File: src/rtl/mem_read_arbiter_pkg.sv
// Shared types and default widths for the memory read arbiter.
// The feature macro MEM_ARB_FIXED_PRIO_EN selects fixed-priority arbitration.
package mem_arb_pkg;

  typedef enum logic [1:0] {
    ARB_IDLE = 2'b00,
    ARB_ADDR = 2'b01,
    ARB_DATA = 2'b10
  } arb_state_e;

  localparam int N_MASTERS_DEF  = 3;
  localparam int ADDR_WIDTH_DEF = 32;
  localparam int DATA_WIDTH_DEF = 32;
  localparam int LEN_WIDTH_DEF  = 4;
  localparam int ID_WIDTH_DEF   = 4;

  // Round-robin successor of a grant index, wrapping N-1 back to 0.
  function automatic int unsigned ptr_after(input int unsigned idx, input int unsigned n);
    if (idx + 32'd1 >= n) begin
      return 32'd0;
    end else begin
      return idx + 32'd1;
    end
  endfunction

endpackage

File: src/rtl/mem_read_arbiter_if.sv
// Master-side request/response bus plus memory read port of the arbiter.
// slave modport is the arbiter's view; master modport is the environment's view.
interface mem_read_arbiter_if #(
  parameter int N_MASTERS  = mem_arb_pkg::N_MASTERS_DEF,
  parameter int ADDR_WIDTH = mem_arb_pkg::ADDR_WIDTH_DEF,
  parameter int DATA_WIDTH = mem_arb_pkg::DATA_WIDTH_DEF,
  parameter int LEN_WIDTH  = mem_arb_pkg::LEN_WIDTH_DEF,
  parameter int ID_WIDTH   = mem_arb_pkg::ID_WIDTH_DEF
);

  logic [N_MASTERS*ADDR_WIDTH-1:0] m_araddr;
  logic [N_MASTERS*LEN_WIDTH-1:0]  m_arlen;
  logic [N_MASTERS*ID_WIDTH-1:0]   m_arid;
  logic [N_MASTERS-1:0]            m_arvalid;
  logic [N_MASTERS-1:0]            m_arready;
  logic [N_MASTERS-1:0]            m_rvalid;
  logic [DATA_WIDTH-1:0]           m_rdata;
  logic [ADDR_WIDTH-1:0]           s_araddr;
  logic [LEN_WIDTH-1:0]            s_arlen;
  logic [ID_WIDTH-1:0]             s_arid;
  logic                            s_arvalid;
  logic                            s_arready;
  logic                            s_rvalid;
  logic [DATA_WIDTH-1:0]           s_rdata;
  logic                            s_rready;

  modport slave (
    input  m_araddr, m_arlen, m_arid, m_arvalid, s_arready, s_rvalid, s_rdata,
    output m_arready, m_rvalid, m_rdata, s_araddr, s_arlen, s_arid, s_arvalid, s_rready
  );

  modport master (
    output m_araddr, m_arlen, m_arid, m_arvalid, s_arready, s_rvalid, s_rdata,
    input  m_arready, m_rvalid, m_rdata, s_araddr, s_arlen, s_arid, s_arvalid, s_rready
  );

endinterface

File: src/rtl/mem_read_arbiter_rr_arbiter.sv
// Combinational N-way arbiter: request vector + start pointer -> one-hot grant and index.
// With MEM_ARB_FIXED_PRIO_EN defined the lowest index always wins and the pointer is ignored.
module rr_arbiter #(
  parameter int N  = 3,
  parameter int PW = (N > 1) ? $clog2(N) : 1
) (
  input  logic [N-1:0]  i_req,
  input  logic [PW-1:0] i_start,
  output logic [N-1:0]  o_gnt,
  output logic [PW-1:0] o_idx,
  output logic          o_valid
);

  // Scan indices starting at the pointer; the first requester found wins.
  always_comb begin
    int   v_idx;
    logic v_found;
    o_gnt   = '0;
    o_idx   = '0;
    o_valid = 1'b0;
    v_found = 1'b0;
    v_idx   = 0;
    for (int k = 0; k < N; k++) begin
`ifdef MEM_ARB_FIXED_PRIO_EN
      v_idx = k;
`else
      v_idx = (int'(i_start) + k) % N;
`endif
      if (!v_found && i_req[v_idx]) begin
        v_found      = 1'b1;
        o_gnt[v_idx] = 1'b1;
        o_idx        = PW'(v_idx);
      end else begin
        v_found = v_found;
      end
    end
    o_valid = v_found;
  end

endmodule

File: src/rtl/mem_read_arbiter.sv
// Single-outstanding read arbiter: grants one master burst at a time, forwards its
// AR beat to memory and steers the returning R beats to that master only.
// Define MEM_ARB_FIXED_PRIO_EN for fixed priority instead of round-robin.
module mem_read_arbiter
  import mem_arb_pkg::*;
#(
  parameter int N_MASTERS  = N_MASTERS_DEF,
  parameter int ADDR_WIDTH = ADDR_WIDTH_DEF,
  parameter int DATA_WIDTH = DATA_WIDTH_DEF,
  parameter int LEN_WIDTH  = LEN_WIDTH_DEF,
  parameter int ID_WIDTH   = ID_WIDTH_DEF
) (
  input  logic               clk,
  input  logic               rst_n,
  mem_read_arbiter_if.slave  bus
);

  localparam int PW = (N_MASTERS > 1) ? $clog2(N_MASTERS) : 1;

  arb_state_e            r_state;
  arb_state_e            w_state_nxt;
  logic [PW-1:0]         r_grant_idx;
  logic [PW-1:0]         r_rr_ptr;
  logic [ADDR_WIDTH-1:0] r_addr;
  logic [LEN_WIDTH-1:0]  r_len;
  logic [ID_WIDTH-1:0]   r_id;
  logic [LEN_WIDTH-1:0]  r_beat_cnt;

  logic [N_MASTERS-1:0]  w_gnt_oh;
  logic [PW-1:0]         w_gnt_idx;
  logic                  w_gnt_valid;
  logic                  w_load;
  logic                  w_addr_fire;
  logic                  w_beat_fire;
  logic                  w_burst_done;
  logic [ADDR_WIDTH-1:0] w_sel_addr;
  logic [LEN_WIDTH-1:0]  w_sel_len;
  logic [ID_WIDTH-1:0]   w_sel_id;

  rr_arbiter #(.N(N_MASTERS), .PW(PW)) u_rr_arbiter (
    .i_req   (bus.m_arvalid),
    .i_start (r_rr_ptr),
    .o_gnt   (w_gnt_oh),
    .o_idx   (w_gnt_idx),
    .o_valid (w_gnt_valid)
  );

  // Pick the winning master's request fields out of the packed request buses.
  always_comb begin
    w_sel_addr = bus.m_araddr[int'(w_gnt_idx)*ADDR_WIDTH +: ADDR_WIDTH];
    w_sel_len  = bus.m_arlen[int'(w_gnt_idx)*LEN_WIDTH +: LEN_WIDTH];
    w_sel_id   = bus.m_arid[int'(w_gnt_idx)*ID_WIDTH +: ID_WIDTH];
  end

  // FSM state register; reset drops any burst in flight.
  always_ff @(posedge clk or negedge rst_n) begin
    if (!rst_n) begin
      r_state <= ARB_IDLE;
    end else begin
      r_state <= w_state_nxt;
    end
  end

  // Next-state and bus outputs; every output is zero outside its own phase.
  always_comb begin
    w_state_nxt    = r_state;
    w_load         = 1'b0;
    w_addr_fire    = 1'b0;
    w_beat_fire    = 1'b0;
    w_burst_done   = 1'b0;
    bus.m_arready  = '0;
    bus.m_rvalid   = '0;
    bus.m_rdata    = '0;
    bus.s_araddr   = '0;
    bus.s_arlen    = '0;
    bus.s_arid     = '0;
    bus.s_arvalid  = 1'b0;
    bus.s_rready   = 1'b0;
    case (r_state)
      ARB_IDLE: begin
        if (w_gnt_valid) begin
          w_load      = 1'b1;
          w_state_nxt = ARB_ADDR;
        end else begin
          w_state_nxt = ARB_IDLE;
        end
      end
      ARB_ADDR: begin
        bus.s_arvalid              = 1'b1;
        bus.s_araddr               = r_addr;
        bus.s_arlen                = r_len;
        bus.s_arid                 = r_id;
        bus.m_arready[r_grant_idx] = bus.s_arready;
        if (bus.s_arready) begin
          w_addr_fire = 1'b1;
          w_state_nxt = ARB_DATA;
        end else begin
          w_state_nxt = ARB_ADDR;
        end
      end
      ARB_DATA: begin
        bus.s_rready              = 1'b1;
        bus.m_rdata               = bus.s_rdata;
        bus.m_rvalid[r_grant_idx] = bus.s_rvalid;
        w_beat_fire               = bus.s_rvalid;
        if (bus.s_rvalid && (r_beat_cnt == (r_len - LEN_WIDTH'(1)))) begin
          w_burst_done = 1'b1;
          w_state_nxt  = ARB_IDLE;
        end else begin
          w_state_nxt = ARB_DATA;
        end
      end
      default: begin
        w_state_nxt = ARB_IDLE;
      end
    endcase
  end

  // Latch the granted request, count beats and advance the round-robin pointer.
  always_ff @(posedge clk or negedge rst_n) begin
    if (!rst_n) begin
      r_grant_idx <= '0;
      r_rr_ptr    <= '0;
      r_addr      <= '0;
      r_len       <= '0;
      r_id        <= '0;
      r_beat_cnt  <= '0;
    end else begin
      if (w_load) begin
        r_grant_idx <= w_gnt_idx;
        r_addr      <= w_sel_addr;
        r_len       <= (w_sel_len == '0) ? LEN_WIDTH'(1) : w_sel_len;
        r_id        <= w_sel_id;
      end
      if (w_addr_fire) begin
        r_beat_cnt <= '0;
      end else if (w_beat_fire) begin
        r_beat_cnt <= r_beat_cnt + LEN_WIDTH'(1);
      end
      if (w_burst_done) begin
        r_rr_ptr <= PW'(ptr_after(32'(r_grant_idx), 32'(N_MASTERS)));
      end
    end
  end

endmodule

File: src/flat_wrapper.sv
// flat-port wrapper written by rule: the top's interface ports become plain ports
module mem_read_arbiter_flat import mem_arb_pkg::*;
#(
  parameter int N_MASTERS  = N_MASTERS_DEF,
  parameter int ADDR_WIDTH = ADDR_WIDTH_DEF,
  parameter int DATA_WIDTH = DATA_WIDTH_DEF,
  parameter int LEN_WIDTH  = LEN_WIDTH_DEF,
  parameter int ID_WIDTH   = ID_WIDTH_DEF
)
  (clk, rst_n, bus_m_araddr, bus_m_arlen, bus_m_arid, bus_m_arvalid, bus_s_arready, bus_s_rvalid, bus_s_rdata, bus_m_arready, bus_m_rvalid, bus_m_rdata, bus_s_araddr, bus_s_arlen, bus_s_arid, bus_s_arvalid, bus_s_rready);
  mem_read_arbiter_if #(.N_MASTERS(N_MASTERS), .ADDR_WIDTH(ADDR_WIDTH), .DATA_WIDTH(DATA_WIDTH), .LEN_WIDTH(LEN_WIDTH), .ID_WIDTH(ID_WIDTH)) bus_i ();
  input  logic clk;
  input  logic rst_n;
  input wire logic [$bits(bus_i.m_araddr)-1:0] bus_m_araddr;
  input wire logic [$bits(bus_i.m_arlen)-1:0] bus_m_arlen;
  input wire logic [$bits(bus_i.m_arid)-1:0] bus_m_arid;
  input wire logic [$bits(bus_i.m_arvalid)-1:0] bus_m_arvalid;
  input wire logic [$bits(bus_i.s_arready)-1:0] bus_s_arready;
  input wire logic [$bits(bus_i.s_rvalid)-1:0] bus_s_rvalid;
  input wire logic [$bits(bus_i.s_rdata)-1:0] bus_s_rdata;
  output wire logic [$bits(bus_i.m_arready)-1:0] bus_m_arready;
  output wire logic [$bits(bus_i.m_rvalid)-1:0] bus_m_rvalid;
  output wire logic [$bits(bus_i.m_rdata)-1:0] bus_m_rdata;
  output wire logic [$bits(bus_i.s_araddr)-1:0] bus_s_araddr;
  output wire logic [$bits(bus_i.s_arlen)-1:0] bus_s_arlen;
  output wire logic [$bits(bus_i.s_arid)-1:0] bus_s_arid;
  output wire logic [$bits(bus_i.s_arvalid)-1:0] bus_s_arvalid;
  output wire logic [$bits(bus_i.s_rready)-1:0] bus_s_rready;
  assign bus_i.m_araddr = bus_m_araddr;
  assign bus_i.m_arlen = bus_m_arlen;
  assign bus_i.m_arid = bus_m_arid;
  assign bus_i.m_arvalid = bus_m_arvalid;
  assign bus_i.s_arready = bus_s_arready;
  assign bus_i.s_rvalid = bus_s_rvalid;
  assign bus_i.s_rdata = bus_s_rdata;
  assign bus_m_arready = bus_i.m_arready;
  assign bus_m_rvalid = bus_i.m_rvalid;
  assign bus_m_rdata = bus_i.m_rdata;
  assign bus_s_araddr = bus_i.s_araddr;
  assign bus_s_arlen = bus_i.s_arlen;
  assign bus_s_arid = bus_i.s_arid;
  assign bus_s_arvalid = bus_i.s_arvalid;
  assign bus_s_rready = bus_i.s_rready;
  mem_read_arbiter #(.N_MASTERS(N_MASTERS), .ADDR_WIDTH(ADDR_WIDTH), .DATA_WIDTH(DATA_WIDTH), .LEN_WIDTH(LEN_WIDTH), .ID_WIDTH(ID_WIDTH)) u_core (.clk(clk), .rst_n(rst_n), .bus(bus_i));
endmodule
File: config.mk
export PLATFORM = sky130hd
export DESIGN_NAME = mem_read_arbiter_flat
export DESIGN_NICKNAME = d
export VERILOG_FILES = /design/src/rtl/mem_read_arbiter_pkg.sv /design/src/rtl/mem_read_arbiter_if.sv /design/src/rtl/mem_read_arbiter_rr_arbiter.sv /design/src/rtl/mem_read_arbiter.sv /design/src/flat_wrapper.sv
export SDC_FILE = /design/constraint.sdc
export NUM_CORES = 1
export LEC_CHECK = 0
export CORE_MARGIN = 2
export CORE_UTILIZATION = 35
export DETAILED_ROUTE_END_ITERATION = 8
export PLACE_DENSITY = 0.84
export SLEW_MARGIN = 25
export SYNTH_ARGS = -nofsm -noshare
export SYNTH_HDL_FRONTEND = slang
export SYNTH_SLANG_ARGS = --single-unit
File: constraint.sdc
create_clock -name clk -period 4.15 [get_ports clk]
set_clock_uncertainty 0.2 [all_clocks]
set_input_delay 0.6225 -clock clk [delete_from_list [all_inputs] [get_ports clk]]
set_output_delay 0.6225 -clock clk [all_outputs]
set_load 0.01 [all_outputs]
Word level (Yosys, flattened, before mapping)
Cells that the tools add are included.
Storage, ports and cells
  register bits: 50
  bits of input ports: 159
  output and inout port bits: 80
  logic and storage cells: 78
Cells by class
  add/sub/neg operators: 5
  div/mod/pow operators: 3
  magnitude comparators: 6
  equality and inequality tests: 3
  shift-type cells: 3
  muxes and demuxes: 40
  bitwise logic cells: 2
  reductions and logical operators: 9
Operators with widths (number)
  32-bit by 4-bit less-than comparator with 1-bit output (second input constant): 3
  96-bit by 8-bit indexed part select with 32-bit output: 1
  32-bit by 3-bit modulo with 32-bit output (second input constant): 2
  32-bit 2-to-1 mux: 2
  3-bit by 3-bit modulo with 32-bit output (second input constant): 1
  12-bit by 5-bit indexed part select with 4-bit output: 2
  1-bit 2-to-1 mux: 20
  4-bit 2-to-1 mux: 5
  2-bit 2-to-1 mux: 6
  2-bit by 1-bit adder with 3-bit output (second input constant): 2
  3-bit bitwise AND: 2
  1-bit binary-select mux with 2-bit select: 3
  3-bit 2-to-1 mux: 2
  2-bit case mux with 3 select lines: 1
  4-bit by 1-bit adder with 4-bit output (second input constant): 1
  4-bit == test: 1
  1-bit logical AND: 4
  4-bit zero test: 1
  4-bit by 1-bit subtractor with 4-bit output (second input constant): 1
  2-bit by 2-bit adder with 3-bit output (second input constant): 1
  3-bit by 2-bit greater-or-equal comparator with 1-bit output (second input constant): 1
  2-bit by 3-bit less-than comparator with 1-bit output (second input constant): 1
  1-bit demux with 2-bit select: 1
  2-bit by 1-bit == test with 1-bit output (second input constant): 1
  5 further kinds: 6

Longest topological paths before layout
Gate-level depths: netlist of the first run.
  depth after elaboration: 14
  depth in mapped cells: 12
  gate-level depth less buffers: 9

By module
Synthesis of the first run repeated with hierarchy kept, for this count alone.
Unflattened totals
  cell total of the unflattened synthesis: 457
  area total of the unflattened synthesis: 3713.6 um2
By module, submodules not included
  mem_read_arbiter: instances 1, cells an instance 405, area an instance 3331.9 um2
  rr_arbiter: instances 1, cells an instance 52, area an instance 381.6 um2

Worst setup path after synthesis of the first run
Ideal clock, no wire load.
  kind: reg2reg
  from: reg u_core.r_rr_ptr[0]
  to: reg u_core.r_len[0]
  arrival: 2.208 ns
  required time: 3.826 ns
  setup slack: 1.618 ns
  cell stages (with the launch flop): 12
  buffers on the path: 3
  cells stage by stage: dfrtp_1 > inv_1 > ha_1 > buf_2 > o41ai_2 > o221ai_2 > and2_1 > buf_6 > buf_6 > a31oi_2 > nor4_2 > a211o_1
On the way
  longest elaborated chain between the ends: 14
  elaborated cells between the ends (all ways): 29
RTL lines
  from (decl): RTL line mem_read_arbiter.sv:23  | logic [PW-1:0] r_rr_ptr;
  from (signal assigned): RTL line mem_read_arbiter.sv:141  | r_rr_ptr <= PW'(ptr_after(32'(r_grant_idx), 32'(N_MASTERS)));
  parallel branches: the longest is 14 deep, another holds 32-bit by 3-bit modulo with 32-bit output
  to (signal assigned): RTL line mem_read_arbiter.sv:132  | r_len <= (w_sel_len == '0) ? LEN_WIDTH'(1) : w_sel_len;
  to (decl): RTL line mem_read_arbiter.sv:25  | logic [LEN_WIDTH-1:0] r_len;
Several ways; the timed one is not identified. The select of a mux whose other input is x is not followed.
A chain may end at the register's enable or synchronous reset.

Worst setup path in the final report of the first run
  from: reg u_core.r_rr_ptr[0]
  to: reg u_core.r_id[2]
On the way
  longest elaborated chain between the ends: 13
  elaborated cells between the ends (all ways): 27
RTL lines
  parallel branches: the longest is 13 deep, another holds 32-bit by 3-bit modulo with 32-bit output
  to (signal assigned): RTL line mem_read_arbiter.sv:133  | r_id <= w_sel_id;
  to (decl): RTL line mem_read_arbiter.sv:26  | logic [ID_WIDTH-1:0] r_id;
Several ways; the timed one is not identified. The select of a mux whose other input is x is not followed.

==> results of run 1 <==
==> power by group through the flow <==
stage,logic [mW],registers (mW),clock network (mW)
finish,2.82,0.900,0.346
global route,3.09,0.934,0.379
CTS,2.85,0.897,0.356
detailed placement,2.84,0.907,0
global placement,2.75,0.891,0
floorplan,1.99,0.846,0
==> Yosys cell counts <==
master,number
a31o_2,1
o21ai_1,2
o22ai_1,1
xor2_1,3
nor2_1,54
a31oi_2,1
nor3b_1,2
nand3_1,5
mux2i_1,42
buf_6,10
nand2b_1,2
a211o_1,1
nor4_2,1
a21oi_1,8
a211oi_1,37
o21a_1,1
o21ai_2,1
nand3b_1,2
inv_1,6
dfrtp_1,50
nand2_1,10
or3b_2,1
nor3_1,3
buf_2,9
mux2_2,3
o221ai_2,1
nor2b_1,5
o31ai_1,1
nand3b_2,1
o21ai_0,13
and2_1,71
a21boi_2,1
nand4_1,2
clkbuf_1,14
ha_1,6
xnor2_1,3
o41ai_2,1
a311oi_1,1
a21bo_2,1
a31oi_1,2
nor2_8,1
a31oi_4,1
a21o_1,37
==> critical path, delay by kind of cell, from the launching register on <==
| kind | cells | cell delay [ns] |
|---|---|---|
| AO/OA/AOI/OAI | 3 | 0.60 |
| adder cells (fa/ha/maj) | 1 | 0.42 |
| buffers and inverters | 1 | 0.08 |
| flip-flops | 1 | 0.39 |
| multiplexers | 1 | 0.37 |
| AND/OR/NAND/NOR | 3 | 0.91 |
==> through the flow <==
stage	worst slack, ns	util (%)
6_report	1.06	60.5
3_5_place_dp	0.765	59.5
2_1_floorplan	1.62	-
5_1_grt	0.894	60.5
3_3_place_gp	0.848	59.5
4_1_cts	1.06	60.5
==> sequential cells by signal (all words and copies together) (netlist names) <==
signal and cells:
u_core.r_beat_cnt 4, u_core.r_state 2, u_core.r_grant_idx 2, u_core.r_addr 32
u_core.r_rr_ptr 2, u_core.r_id 4, u_core.r_len 4
==> worst paths after layout <==
path / to / from
setup / recovery: u_core.r_id[2] / u_core.r_rr_ptr[0]
hold / removal: u_core.r_addr[2] / rst_n
setup reg to reg: u_core.r_id[2] / u_core.r_rr_ptr[0]
hold reg to reg: u_core.r_addr[25] / u_core.r_addr[25]
max in group asynchronous: u_core.r_addr[30] / rst_n
min in group clk: u_core.r_addr[25] / u_core.r_addr[25]
==> placed cells by master (no fill, tap or decap), drive strengths merged, types with 4 or more instances in the layout <==
| cell type | count |
|---|---|
| a211oi | 37 |
| a21o | 37 |
| a21oi | 8 |
| a31oi | 4 |
| and2 | 71 |
| buf | 6 |
| clkbuf | 7 |
| clkdlybuf4s50 | 237 |
| dfrtp | 50 |
| ha | 6 |
| inv | 6 |
| mux2i | 42 |
| nand2 | 10 |
| nand3 | 5 |
| nor2 | 55 |
| nor2b | 5 |
| o21ai | 16 |
==> cell families (layout without fill, tap and decap cells) <==
kind of cell / Yosys count / count (layout) / share of synthesized area, %
DFF: 50 / 50 / 33.3
and+or+nand+nor: 160 / 160 / 23.0
AOI/OAI and AO/OA: 112 / 112 / 22.0
adders and majority gates: 6 / 6 / 2.00
buffers and inverters: 39 / 257 / 6.20
xor gates and xnor gates: 6 / 6 / 1.40
muxes: 45 / 45 / 12.1
==> layout make-up <==
type                            instances  area share, %
Timing Repair Buffer                  243           38.9
Multi-Input combinational cell        329           36.4
Sequential cell                        50           19.9
Tap cell                              136           2.71
Clock buffer                            7           1.22
Clock inverter                          1          0.478
Inverter                                6          0.359
==> per-layer routing <==
| metal | global-route usage, % | vias up | share of wire [%] |
|---|---|---|---|
| li1 | - | 1897 | - |
| met1 | 21.8 | 1808 | 37 |
| met2 | 38.5 | 181 | 52 |
| met3 | 5.45 | 20 | 9.1 |
| met4 | 5.95 | 0 | 1.9 |
| met5 | 0 | - | 0 |
==> flow_summary.ini, run 1 <==
[floorplanning]
num_rows = 37
fp.dieW_microns = 108
design.die.area_sq_um = 11600
die_h_microns = 108
ios = 239
initial_core_util_pct = 36.2
core_sq_um = 10400

[synth]
syn_area_sq_um = 3750
synth_top_area_cell = dfrtp_1
synthDistinctLibCells = 43
syn_inst = 418
avgSynthCellArea_sq_um = 8.98
yosys.area.top_type_share_pct = 33.3
synth.area.top_cells = dfrtp_1 33%, and2_1 12%, mux2i_1 11%
yosys_warnings = 0
synth-seq-cells = 50
yosysSeqAreaShare_pct = 33.3
syn_nets = 583

[sta]
period_share_pct = 74.6
rsz0062_at_grt = false
layout_min_cycle_time_ns = 3.09
fmax_mhz = 323
finalSetupTns_ns = 0
setup_viol = 0
worst_slew_pin_slew_ns = 0.831
whs_ns = 0.0958
hold_viol_final = 0
slew_violations = 0
max-slew-margin-rel_pct = 44.6

[finish]
areaGrowthSynthToFinish_pct = 67.2
seq_area_sq_um = 1250
num-fill-cells = 912
nets = 800
multi_input_area_sq_um = 2290
design_area_sq_um = 6280
n_antenna_cell = 0
final_cells = 772
drive_gt1_share_pct = 4.72

[routing]
wire_per_inst_microns = 15.8
drt-pass1-iter-count = 4
drcViolationCount = 0
drt-initial-drc-count = 105
viasPerCell = 5.06
wirelength_mm = 12.2
ant_nets = 0
num_vias = 3906

[pwr]
switching_share_pct = 43.0
combPwrFrac_pct = 69.3
p_int_mw = 2.32
power.total_mw = 4.07
p_leak_nw = 2.83
clock_power_share_pct = 8.5
p_seq_share_pct = 22.1
power.net_switching_mw = 1.75
vdd_ir_drop_max_uv = 379
power_density_nw_per_um2 = 648

[global_routing]
grt_pass1_vias = 3981
grt_pass1_wl_mm = 18.7
antenna_found_initial = 0
track_usage_pct = 20.3
grt_max_degree = 79
grt_overflow_total = 0

[place]
placed_cells = 764
port_buffers = 238
gp_congestion = 0.835
dp_hpwl_mm = 9.65
dpl-instance-area_sq_um = 6170

[cts]
clk_latency_ns = 0.30
hold_buffers = 0
cts-buffers-inserted = 5
path_clk_slew_ns = 0.10
cts_sinks = 50
root_buffer = clkbuf_8
h-tree-depth = 2
post_cts_buffers = 0
cts-resized-gates = 0
cts_tree = built
clk_path_buf_depth = 2

[setup_path]
crit_required_ns = 4.15
r2r_cells = 9
cp-start-kind = register
cp-end-kind = register
crit_arrival_ns = 3.10
worstPathCellList = inv_1 -> ha_1 -> nor2b_1 -> nor3b_1 -> a31o_2 -> nor2_8 -> mux2i_1 -> a211oi_1 -> a21o_1
critical_path_class = reg -> reg
slowest_delay_ns = 0.64
ff2ff_setup_slack_ns = 1.06
critical_path.max_fanout = 37
slowest_stage = nor2_8

[hold_path]
hold_path.class = in -> async

[outcome]
outcome = finished clean

[run]
drv_cap = 0
Power figures use the tool's default switching activity.
==> inputs of run 2 (changes only) <==
CORE_UTILIZATION = 34   (was 35)
PLACE_DENSITY = 0.85   (was 0.84)
clock period = 2.6 ns   (was 4.15 ns; I/O delays follow)
==> flow_summary.ini, run 2 (same netlist as run 1, synthesis figures left out) <==
[pwr]
p_leak_nw = 3.11
p_seq_share_pct = 19.0
power.total_mw = 7.55
power_density_nw_per_um2 = 1110
power.net_switching_mw = 3.03
switching_share_pct = 40.2
combPwrFrac_pct = 72.2
p_int_mw = 4.51
vdd_ir_drop_max_uv = 707
clock_power_share_pct = 8.8

[sta]
layout_setup_ws_ns = 0.101
setup_viol = 0
rsz0062_at_grt = true
slew_violations = 0
layout_min_cycle_time_ns = 2.50
worst_slew_pin_slew_ns = 0.462
period_share_pct = 96.1
max-slew-margin-rel_pct = 69.1
hold_viol_final = 0
fmax_mhz = 400

[finish]
design_area_sq_um = 6780
layout_common_cells = 234 x clkdlybuf4s50_1, 70 x and2_1, 53 x nor2_1
largest_reg_flops = 32
final_common_cell = clkdlybuf4s50_1
num-fill-cells = 866
n_antenna_cell = 0
drive_gt1_share_pct = 11.4
largest-register = u_core.r_addr
final_cells = 806
nets = 830
areaGrowthSynthToFinish_pct = 80.6
fin_util_pct = 62.8

[setup_path]
r2r_end = u_core.r_addr[0]
regToRegStartpoint = u_core.r_rr_ptr[1]
critical_path.max_fanout = 25
critical_path_depth = 10
crit_end = u_core.r_addr[0]
cp-end-kind = register
critical_path_class = reg -> reg
cp-startpoint = u_core.r_rr_ptr[1]
worstPathCellList = inv_1 -> ha_4 -> mux2i_2 -> o21ai_2 -> o221ai_2 -> and2_4 -> buf_12 -> nor2_1 -> a211oi_1 -> a21o_1
slowest_delay_ns = 0.43
ff2ff_setup_slack_ns = 0.10
cp-start-kind = register
crit_arrival_ns = 2.54
worst-path-buf-inv = 2
crit_required_ns = 2.64
slowest_stage = dfrtp_1
cpLargestDelayFamily = compound AO/OA/AOI/OAI gates
r2r_cells = 10

[cts]
clk_path_buf_depth = 2
clk_latency_ns = 0.29
cts_tree = built
h-tree-depth = 2
root_buffer = clkbuf_8
cts_sinks = 50
path_clk_slew_ns = 0.09
cts-buffers-inserted = 5

[floorplanning]
core_sq_um = 10800
num_rows = 38
ios = 239
design.die.area_sq_um = 11900
initial_core_util_pct = 34.8
fp.dieW_microns = 109
die_h_microns = 109

[global_routing]
grt_max_degree = 51
use_met2_pct = 38.2
grt.met1_usage_pct = 21.1
grt_pass1_wl_mm = 18.1
grt-busiest-layer = met2
antenna_found_initial = 0
track_usage_pct = 19.4
grt_overflow_total = 0
grt_pass1_vias = 3859
met3_usage_pct = 4.24

[routing]
ant_nets = 0
wire_per_inst_microns = 16.1
num_vias = 4030
drt-initial-drc-count = 172
viasPerCell = 5.00
wirelength_mm = 13.0
drcViolationCount = 0
drt-pass1-iter-count = 6

[run]
drv_cap = 0

[outcome]
outcome = finished clean

[place]
dp_hpwl_mm = 10.0
port_buffers = 238
dpl-instance-area_sq_um = 6400
gp_congestion = 0.890
placed_cells = 790
post-place-ws_ns = -0.165

[hold_path]
hold_path.class = reg -> reg
## run 2: cell types whose count changed in the layout (fill, tap and decap cells not counted), moves of 3 or more
cell / change
dlymetal6s2s_1: +3
buf_12: +6
mux2i_2: +4
buf_6: +4
dfrtp_1: -3
clkdlybuf4s50_1: -3
buf_4: +16
dfrtp_2: +3
clkbuf_16: +3
mux2i_1: -4
## run 2: routing by layer
metal,up-vias,share of wire (%)
li1,1955,-
met3,6,8.2
met2,194,54
met5,-,0
met4,0,0.54
met1,1875,37
## run 2: cell type report
| type | count | area [sq um] | area share, % |
|---|---|---|---|
| clock buffer | 6 | 82.6 | 1.22 |
| clock inverter | 2 | 60.1 | 0.885 |
| inverter | 6 | 22.5 | 0.332 |
| multi-input combinational | 329 | 2370 | 34.9 |
| sequential | 50 | 1250 | 18.5 |
| tap | 140 | 175 | 2.58 |
| timing repair buffer | 273 | 2820 | 41.5 |
## run 2: how the worst min path moves through the flow
stage	from	to	slack [ns]	cells past startpoint
after floorplan	rst_n	u_core.r_addr[0]	-0.11	0
after global placement	rst_n	u_core.r_addr[0]	0.18	2
after detailed placement	rst_n	u_core.r_addr[1]	0.19	2
after CTS	u_core.r_addr[14]	u_core.r_addr[14]	0.28	1
after global routing	u_core.r_addr[11]	u_core.r_addr[11]	0.29	1
final	u_core.r_addr[28]	u_core.r_addr[28]	0.28	1
## run 2: repair_timing
item	in CTS	in global routing
buffers inserted	0	4
hold buffers	1	0
gates resized for setup	6	25
gates cloned	0	3
pin swaps	0	3
setup endpoints to repair	37	98
endpoints found under the hold margin	50	0
## run 2: per-stage QoR
| stage | hold slack (ns) | TNS [ns] |
|---|---|---|
| after global routing | 0.293 | -0.111 |
| final | 0.276 | 0 |
| after detailed placement | 0.192 | -2.75 |
| after floorplan | -0.106 | 0 |
| after CTS | 0.283 | -0.00856 |
| after global placement | 0.183 | -0.168 |
## run 2: power by group through the flow
stage               registers, mW  clock network [mW]  logic, mW
floorplan                    1.35                   0       3.17
global placement             1.42                   0       4.84
detailed placement           1.44                   0       4.99
CTS                          1.44               0.686       5.04
global route                 1.48               0.714       5.88
finish                       1.44               0.663       5.45
## run 2: worst reg2reg max path: cells and delay by family, from the launching register on
kind | cells | cell delay [ns]
multiplexers | 1 | 0.26
flip-flops | 1 | 0.43
AO/OA/AOI/OAI | 4 | 0.67
adder cells (fa/ha/maj) | 1 | 0.19
buffers and inverters | 2 | 0.34
AND/OR/NAND/NOR | 2 | 0.37
